<file path="config.mk">
export PLATFORM = sky130hd
export DESIGN_NAME = control_multi_ws
export DESIGN_NICKNAME = d
export VERILOG_FILES = /design/src/rtl/control_multi_ws.sv
export SDC_FILE = /design/constraint.sdc
export NUM_CORES = 1
export LEC_CHECK = 0
export CAP_MARGIN = 20
export CORE_MARGIN = 8
export CORE_UTILIZATION = 36
export CTS_CLUSTER_SIZE = 30
export DETAILED_ROUTE_END_ITERATION = 12
export GPL_TIMING_DRIVEN = 0
export PLACE_DENSITY_LB_ADDON = 0.15
export SLEW_MARGIN = 10
export SYNTH_ARGS = -nofsm -noshare
export SYNTH_HDL_FRONTEND = slang
export SYNTH_SLANG_ARGS = --single-unit
</file>
<file path="constraint.sdc">
create_clock -name iCLK -period 3.2 [get_ports iCLK]
set_input_delay 0.32 -clock iCLK [delete_from_list [all_inputs] [get_ports iCLK]]
set_output_delay 0.32 -clock iCLK [all_outputs]
set_load 0.01 [all_outputs]
</file>
<file path="src/rtl/control_multi_ws.sv">
// Multicycle RV32I control FSM with memory wait-states and a ready handshake.
// Optional illegal-opcode trap is enabled by defining MULTI_TRAP_EN.
module control_multi_ws #(
  parameter int unsigned MEM_LAT = 2,
  parameter int unsigned STATE_W = 4
) (
  input  logic               iCLK,
  input  logic               iRST,
  input  logic [6:0]         Opcode,
  input  logic               iMemReady,
  output logic               oEscreveIR,
  output logic               oEscrevePC,
  output logic               oEscrevePCCond,
  output logic               oEscrevePCBack,
  output logic [1:0]         oOrigAULA,
  output logic [1:0]         oOrigBULA,
  output logic [1:0]         oMem2Reg,
  output logic [1:0]         oALUOp,
  output logic               oOrigPC,
  output logic               oIouD,
  output logic               oRegWrite,
  output logic               oMemWrite,
  output logic               oMemRead,
  output logic               oInstrDone,
  output logic               oTrap,
  output logic [STATE_W-1:0] oState
);

  typedef enum logic [3:0] {
    StFetch, StFetchWb, StDecode, StLwSw, StLw, StLwWb, StSw, StRtype,
    StUlaRegWrite, StBranch, StJal, StOpImm, StJalr, StLui, StAuipc, StTrap
  } state_e;

  localparam logic [6:0] OpLoad   = 7'b0000011;
  localparam logic [6:0] OpStore  = 7'b0100011;
  localparam logic [6:0] OpRtype  = 7'b0110011;
  localparam logic [6:0] OpBranch = 7'b1100011;
  localparam logic [6:0] OpJal    = 7'b1101111;
  localparam logic [6:0] OpOpImm  = 7'b0010011;
  localparam logic [6:0] OpJalr   = 7'b1100111;
  localparam logic [6:0] OpLui    = 7'b0110111;
  localparam logic [6:0] OpAuipc  = 7'b0010111;

  localparam logic [3:0] WcntMax = 4'(MEM_LAT - 1);

  state_e     state_q, state_d;
  logic [3:0] wcnt_q, wcnt_d;
  logic       mem_done;

  always_ff @(posedge iCLK or posedge iRST) begin
    if (iRST) begin
      state_q <= StFetch;
      wcnt_q  <= 4'd0;
    end else begin
      state_q <= state_d;
      wcnt_q  <= wcnt_d;
    end
  end

  // Memory states exit only once the latency has elapsed and memory is ready.
  assign mem_done = (wcnt_q == WcntMax) && iMemReady;

  always_comb begin
    state_d = state_q;
    unique case (state_q)
      StFetch:   if (mem_done) state_d = StFetchWb;
      StFetchWb: state_d = StDecode;
      StDecode: begin
        unique case (Opcode)
          OpLoad, OpStore: state_d = StLwSw;
          OpRtype:         state_d = StRtype;
          OpBranch:        state_d = StBranch;
          OpJal:           state_d = StJal;
          OpOpImm:         state_d = StOpImm;
          OpJalr:          state_d = StJalr;
          OpLui:           state_d = StLui;
          OpAuipc:         state_d = StAuipc;
`ifdef MULTI_TRAP_EN
          default:         state_d = StTrap;
`else
          default:         state_d = StFetch;
`endif
        endcase
      end
      StLwSw: begin
        if (Opcode == OpLoad)       state_d = StLw;
        else if (Opcode == OpStore) state_d = StSw;
        else                        state_d = StFetch;
      end
      StLw:   if (mem_done) state_d = StLwWb;
      StSw:   if (mem_done) state_d = StFetch;
      StRtype, StOpImm, StLui, StAuipc: state_d = StUlaRegWrite;
`ifdef MULTI_TRAP_EN
      StTrap: state_d = StTrap;
`endif
      default: state_d = StFetch;
    endcase
  end

  always_comb begin
    wcnt_d = wcnt_q;
    if (state_d != state_q) begin
      wcnt_d = 4'd0;
    end else if ((state_q == StFetch || state_q == StLw || state_q == StSw) &&
                 (wcnt_q != WcntMax)) begin
      wcnt_d = wcnt_q + 4'd1;
    end
  end

  always_comb begin
    oEscreveIR     = 1'b0;
    oEscrevePC     = 1'b0;
    oEscrevePCCond = 1'b0;
    oEscrevePCBack = 1'b0;
    oOrigAULA      = 2'b00;
    oOrigBULA      = 2'b00;
    oMem2Reg       = 2'b00;
    oALUOp         = 2'b00;
    oOrigPC        = 1'b0;
    oIouD          = 1'b0;
    oRegWrite      = 1'b0;
    oMemWrite      = 1'b0;
    oMemRead       = 1'b0;
    oInstrDone     = 1'b0;
    oTrap          = 1'b0;
    unique case (state_q)
      StFetch: begin
        oMemRead  = 1'b1;
        oOrigAULA = 2'b10;
        oOrigBULA = 2'b01;
      end
      StFetchWb: begin
        oEscreveIR     = 1'b1;
        oEscrevePC     = 1'b1;
        oEscrevePCBack = 1'b1;
        oMemRead       = 1'b1;
        oOrigAULA      = 2'b10;
        oOrigBULA      = 2'b01;
      end
      StDecode: oOrigBULA = 2'b10;
      StLwSw: begin
        oOrigAULA  = 2'b01;
        oOrigBULA  = 2'b10;
        oInstrDone = (state_d == StFetch);
      end
      StLw: begin
        oIouD    = 1'b1;
        oMemRead = 1'b1;
      end
      StLwWb: begin
        oMem2Reg   = 2'b10;
        oRegWrite  = 1'b1;
        oInstrDone = 1'b1;
      end
      StSw: begin
        oIouD      = 1'b1;
        oMemWrite  = 1'b1;
        oInstrDone = mem_done;
      end
      StRtype: begin
        oOrigAULA = 2'b01;
        oALUOp    = 2'b10;
      end
      StOpImm: begin
        oOrigAULA = 2'b01;
        oOrigBULA = 2'b10;
        oALUOp    = 2'b10;
      end
      StLui: begin
        oOrigBULA = 2'b10;
        oALUOp    = 2'b11;
      end
      StAuipc: oOrigBULA = 2'b10;
      StUlaRegWrite: begin
        oRegWrite  = 1'b1;
        oInstrDone = 1'b1;
      end
      StBranch: begin
        oEscrevePCCond = 1'b1;
        oOrigPC        = 1'b1;
        oOrigAULA      = 2'b01;
        oALUOp         = 2'b01;
        oInstrDone     = 1'b1;
      end
      StJal: begin
        oEscrevePC = 1'b1;
        oOrigPC    = 1'b1;
        oMem2Reg   = 2'b01;
        oRegWrite  = 1'b1;
        oInstrDone = 1'b1;
      end
      StJalr: begin
        oEscrevePC = 1'b1;
        oOrigAULA  = 2'b01;
        oOrigBULA  = 2'b10;
        oMem2Reg   = 2'b01;
        oRegWrite  = 1'b1;
        oInstrDone = 1'b1;
      end
`ifdef MULTI_TRAP_EN
      StTrap: oTrap = 1'b1;
`endif
      default: ;
    endcase
  end

  assign oState = STATE_W'(state_q);

endmodule

</file>
==> results.md, run 1 <==
* Die area at approximately 4500 um^2
* Status: finished, final reports clean
* Post-synthesis sequential area ratio at a little over a fifth
* Final Max Slew Viols at 0
* Placer Congestion at between 0.8 and 0.9
* Largest family of logic cells by synthesized area: simple AND/OR/NAND/NOR gates
* Final Cycle Share at 90.9%
* Tot Pwr at between 700 and 800 uW
* CTS tree: done
* Placed insts at 191
* Fin Hold WS at ~0.31 ns
* Routed WL at 2.63 mm
* Design area at approximately 1300 um^2
* Post-Syn Nets at roughly 140
* Unrepaired setup endpoints after global routing: no
* Post-synth EDFFs at 0
* Fin crit period at around 2.9 ns
* CP startpoint: wcnt_q[1]$_DFFE_PP0P_
* Setup Buffers After CTS at 0
* Simple-gate portion of the synthesized area at about two fifths
* Final Net Count at 178
* Fill cells at around 260
* Final hold vios at 0
* Initial Utilization at approximately two fifths
* Async set-or-reset flop fraction in the synthesized netlist at 100%
* Least-Margin Pin Slew at approximately 0.81 ns
* FF+latch area at 200 um^2
* Drt first pass iters at 4
* Row count at 18
* Critical Path AT at between 2 and 3 ns
* Worst EP required at between 2 and 3 ns
* Global Route Usage Sum at about an eighth
* Worst R2R Start: wcnt_q[1]$_DFFE_PP0P_
* Xor/xnor share of the synthesized area at 4.63%
* # IOs at 33
* Initial antenna violation count at 0
* Core area at 2480 um^2
* Critical path's slowest cell: nor4bb_1
* Worst setup EP type: primary output
* Max Clk Rate at approximately 340 MHz
* # port buffers at 30
* Ant diodes at 0
* Setup TNS at 0 ns
* Synth Cell Area at between 900 and 1000 um^2
* Critical setup path kind: reg -> out
* H-tree depth at 1
* CTS Buffer Depth at 2
* # DRC at 0
* Clock-pin slew on the worst setup and hold paths at ~0.05 ns
* Worst setup skew after layout at 0.000246 ns
* Adder-cell share of the synthesized area at 2.65%
* Delay of the slowest critical-path stage at about 0.65 ns
* Final cell count without fillers at between 150 and 200
* CTS Sinks at 8
* Largest net degree at the start of global routing at 11
* Yosys top cell by area: dfrtp_1
* GR peak layer: met2
* Die width at 67.3 um
* Avg WL per Cell at 13.6 um
* Setup WS pre-CTS at 0.378 ns
* Leakage at between 0.5 and 0.6 nW
* CTS Hold Bufs at 0
* HPWL Detailed at roughly 2.1 mm
* Mapped Cells at ~130
* Vias post-DR at between 1,000 and 1,500
* PnR worst setup slack at around 0.29 ns
* Post-DP Area at roughly 1300 um^2
* Post-synth top area share at between 20% and 30%
* Synth Area per Inst at slightly above 7 um^2
* First-pass GRT wire length at about 4.4 mm
* Netlist cell types at 47
* Compound-Gate Fraction of Synth Area at a little over a fifth
* Vias in the first global route at a little under 1,000
* Nature of the critical path startpoint: flip-flop
* Met3 GRT Util at around 1.7%
* Layout area overhead at 38.1%
* Mux cell area share after synthesis at 1.06%
* Crit path max fanout at 4
* Pwr Density at roughly 610 nW/um^2
* Via density at 5.26
* Final setup violation count at 0
* Min-delay worst type: in -> async
* DRT antenna net count at 0
* Max-capacitance violation count at 0
* Util after Layout at between 50 and 60%
* Root Buffer: clkbuf_4
* #FFs+latches synth at 8
* Cts repair resizes at 0
* Synth area leaders: dfrtp_1 (21%), nor3_1 (6.3%), nor2_1 (6.3%)
* Die span in y at 67.3 um
* Synth Flop Type: dfrtp_1
* Setup slack, reg-to-reg at 0.99 ns
* Clock Latency Late Sink at ~0.24 ns
* Worst path cell trace: inv_1 -> ha_1 -> nor4bb_1 -> nand2_1 -> o21ai_0 -> a221oi_1 -> a21oi_1 -> clkdlybuf4s50_1
* Synth warnings at 0
* First-iteration detailed-routing DRC count at 59
* Met1 usage at approximately 15%
* Layout cells sized above 1 at between 10% and 20%
* Rel. slew slack at a little under half
* Gr ovfl total at 0
* CTS buffer count at 3
* Commonest non-fill, non-tap cells in the layout: clkdlybuf4s50_1 (30), nor2_1 (16), nand2_1 (13)
* Peak supply drop at 0.374 mV
* Most common library cell in the layout ignoring fill and taps: clkdlybuf4s50_1
* Multi-input logic area at 664 um^2
* Routing usage on met2 at 20.2%
-- final cells by class --
cell class,count,area share [%]
clock buffer,3,1.72
timing repair buffer,30,23.0
inverter,4,1.15
buffer,12,5.08
sequential,8,15.3
tap,30,2.87
multi-input combinational,107,50.9
-- critical path, delay by kind of cell, from the launching register on --
kind,cells,cell delay [ns]
AND/OR/NAND/NOR,2,0.75
buffers and inverters,2,0.63
AO/OA/AOI/OAI,3,0.42
flip-flops,1,0.40
adder cells (fa/ha/maj),1,0.15
-- Yosys cell counts (2+ instances only) --
master,number
a211oi_1,3
a21oi_1,10
buf_1,3
buf_2,5
buf_4,2
dfrtp_1,8
ha_1,2
inv_1,4
nand2_1,13
nand2b_1,5
nand3_1,2
nand4_1,2
nor2_1,16
nor2b_1,2
nor3_1,12
nor3b_1,2
o21ai_0,5
or2_2,2
or4bb_1,2
xor2_1,4
-- flip-flops by register name, summed over array words and instances (netlist names) --
signal	count
wcnt_q	4
oState	4
-- power by group --
part	switching [mW]	internal [mW]	total, mW
Clock	0.0280	0.0425	0.0705
Combinational	0.302	0.263	0.564
Sequential	0.0310	0.133	0.164
-- path summary, 6_finish.rpt --
check	endpoint	depth (start not counted)
min in group iCLK	oState[2]$_DFF_PP0_	4
max in group asynchronous	wcnt_q[2]$_DFFE_PP0P_	2
setup reg to reg	wcnt_q[3]$_DFFE_PP0P_	8
setup / recovery	oInstrDone	8
hold reg to reg	wcnt_q[3]$_DFFE_PP0P_	2
hold / removal	oState[1]$_DFF_PP0_	2
-- logic make-up after synthesis --
logic type	count (synthesis)
compound gates	29
xor+xnor	5
fa+ha+maj	2
buf+inv	16
flops	8
mux	1
other cells	1
simple gates	69
-- routing by layer --
layer / part of all wire (%) / wire, um
met1: 47 / 1250
met2: 44 / 1170
met3: 7.4 / 194
met4: 0.87 / 23
met5: 0 / 0
Note: power is estimated with default switching activity, not from simulation.
==> run 2, diff against run 1 <==
--- a/config.mk
+++ b/config.mk
@@ -6,9 +6,8 @@
 export NUM_CORES = 1
 export LEC_CHECK = 0
 export CAP_MARGIN = 20
-export CORE_MARGIN = 8
 export CORE_UTILIZATION = 36
-export CTS_CLUSTER_SIZE = 30
+export CTS_CLUSTER_SIZE = 12
 export DETAILED_ROUTE_END_ITERATION = 12
 export GPL_TIMING_DRIVEN = 0
 export PLACE_DENSITY_LB_ADDON = 0.15
==> run 2 against run 1 <==
- setup slack improved by 0.060 ns
- design area unchanged
- sequential power about the same
- first-iteration DRC count decreased by 63%
- clock power increased by 4.0%
- sequential cell count unchanged
- global-route usage increased by 8.4 points
- power increased by 0.23%
- utilization unchanged
- clock-buffer cell count unchanged
- via count increased by 2.2%
==> results.md, run 2 (same netlist as run 1, synthesis figures left out) <==
* Min-delay worst type: in -> async (unchanged)
* Drt first pass iters at 4 (unchanged)
* Commonest non-fill, non-tap cells in the layout: clkdlybuf4s50_1 (30), nor2_1 (16), nand2_1 (13) (unchanged)
* Setup TNS at 0 ns (unchanged)
* Crit path max fanout at 4 (unchanged)
* First-pass GRT wire length at 4.19 mm (was 4.43 mm)
* Critical setup path kind: reg -> out (unchanged)
* Critical Path AT at 2.53 ns (was 2.59 ns)
* Largest net degree at the start of global routing at 11 (unchanged)
* Final setup violation count at 0 (unchanged)
* Die area at 2840 um^2 (was 4520 um^2)
* Core area at 2480 um^2 (unchanged)
* Multi-input logic area at 664 um^2 (unchanged)
* Initial Utilization at 38.2% (unchanged)
* Rel. slew slack at 50.4% (was 45.4%)
* Vias in the first global route at 940 (was 995)
* Ant diodes at 0 (unchanged)
* Worst setup EP type: primary output (unchanged)
* Fill cells at 263 (was 264)
* CTS buffer count at 3 (unchanged)
* Final Max Slew Viols at 0 (unchanged)
* Most common library cell in the layout ignoring fill and taps: clkdlybuf4s50_1 (unchanged)
* M1 wire length at 1.16 mm (was 1.25 mm)
* CTS tree: done (unchanged)
* Status: finished, final reports clean (unchanged)
* Die span in y at 53.3 um (was 67.3 um)
* Delay of the slowest critical-path stage at 0.60 ns (was 0.65 ns)
* Util after Layout at 52.7% (unchanged)
* Top cell family by delay on the critical path: simple AND/OR/NAND/NOR gates (unchanged)
* Global Route Usage Sum at 20.1% (was 11.7%)
* Initial antenna violation count at 0 (unchanged)
* Worst EP required at 2.88 ns (about the same)
* Placer Congestion at 0.851 (was 0.853)
* Die width at 53.3 um (was 67.3 um)
* Pwr Density at 613 nW/um^2 (was 612 nW/um^2)
* Layout area overhead at 38.1% (unchanged)
* Met3 wire len at 92 um (was 194 um)
* Final Cycle Share at 89.0% (was 90.9%)
* Unrepaired setup endpoints after global routing: no (unchanged)
* # port buffers at 30 (unchanged)
* Worst path bufs/invs at 2 (unchanged)
* Worst path cell trace: inv_1 -> ha_1 -> nor4bb_1 -> nand2_1 -> o21ai_0 -> a221oi_1 -> a21oi_1 -> clkdlybuf4s50_1 (unchanged)
* HPWL Detailed at 1.94 mm (was 2.14 mm)
* Fin crit period at 2.85 ns (was 2.91 ns)
* First-iteration detailed-routing DRC count at 22 (was 59)
* H-tree depth at 1 (unchanged)
* Final hold vios at 0 (unchanged)
* CTS Sinks at 8 (unchanged)
* CTS Buffer Depth at 2 (unchanged)
* Critical path's slowest cell: nor4bb_1 (unchanged)
* Top sig layer: met3 (was met4)
* Gr ovfl total at 0 (unchanged)
* Nature of the critical path startpoint: flip-flop (unchanged)
* # DRC at 0 (unchanged)
* CTS Hold Bufs at 0 (unchanged)
* Clock Latency Late Sink at 0.24 ns (about the same)
* Met2 WL at 1.18 mm (was 1.17 mm)
* Avg WL per Cell at 12.5 um (was 13.6 um)
* DRT antenna net count at 0 (unchanged)
* Row count at 18 (unchanged)
* Peak supply drop at 0.320 mV (was 0.374 mV)
* Root Buffer: clkbuf_4 (unchanged)
* Clock-pin slew on the worst setup and hold paths at 0.05 ns (about the same)
* Least-Margin Pin Slew at 0.735 ns (was 0.809 ns)
* Vias post-DR at 1,042 (was 1,020)
* Final Net Count at 178 (unchanged)
* Layout cells sized above 1 at 10.4% (unchanged)
* Max Clk Rate at 351 MHz (was 344 MHz)
* Cts repair resizes at 0 (unchanged)
* Setup Buffers After CTS at 0 (unchanged)
* Tot Pwr at 801 uW (was 799 uW)
* # IOs at 33 (unchanged)
* Via density at 5.37 (was 5.26)
* FF+latch area at 200 um^2 (unchanged)
* Routed WL at 2.43 mm (was 2.63 mm)
* Max-capacitance violation count at 0 (unchanged)
* Leakage at 0.508 nW (unchanged)
* Worst setup skew after layout at 0.00194 ns (was 0.000246 ns)
-- run 2: where the power goes --
group | switching (mW) | internal (mW) | leakage [nW]
Combinational | 0.300 | 0.263 | 0.386
Clock | 0.0306 | 0.0427 | 0.0138
Sequential | 0.0311 | 0.133 | 0.108
-- run 2: worst paths after layout --
path	startpoint	to	slack [ns]	cells after the start
setup / recovery	wcnt_q[1]$_DFFE_PP0P_	oInstrDone	0.35	8
hold / removal	iRST	oState[0]$_DFF_PP0_	0.31	2
setup reg to reg	wcnt_q[1]$_DFFE_PP0P_	wcnt_q[0]$_DFFE_PP0P_	1.00	8
hold reg to reg	wcnt_q[1]$_DFFE_PP0P_	wcnt_q[1]$_DFFE_PP0P_	0.63	2
max in group asynchronous	iRST	wcnt_q[3]$_DFFE_PP0P_	2.66	2
min in group iCLK	Opcode[6]	oState[2]$_DFF_PP0_	0.57	4
-- run 2: worst register-to-register path: cells and delay by family, from the launching register on --
kind	cells	cell delay (ns)
simple gates	4	1.00
compound gates	1	0.17
xor+xnor	1	0.29
buf+inv	1	0.07
flops	1	0.40
fa+ha+maj	1	0.15
-- run 2: layout make-up --
type / count / area share (%)
Buffer: 12 / 5.08
Clock buffer: 3 / 1.72
Inverter: 4 / 1.15
Multi-Input combinational cell: 107 / 50.9
Sequential cell: 8 / 15.3
Tap cell: 30 / 2.87
Timing Repair Buffer: 30 / 23.0
-- run 2: layer usage --
metal	vias up	GRT usage, %
li1	537	-
met1	479	27.6
met2	26	33.1
met3	0	2.59
met4	0	3.95
met5	-	0
-- run 2: stage by stage --
stage / cells / instance area, um^2 / setup slack (ns) / hold WS [ns]
2_1_floorplan: 131 / 946 / 1.26 / 0.136
3_3_place_gp: 191 / 1280 / 0.393 / 0.573
3_5_place_dp: 191 / 1280 / 0.411 / 0.588
4_1_cts: 194 / 1310 / 0.353 / 0.315
5_1_grt: 194 / 1310 / 0.0954 / 0.333
6_report: 194 / 1310 / 0.353 / 0.313
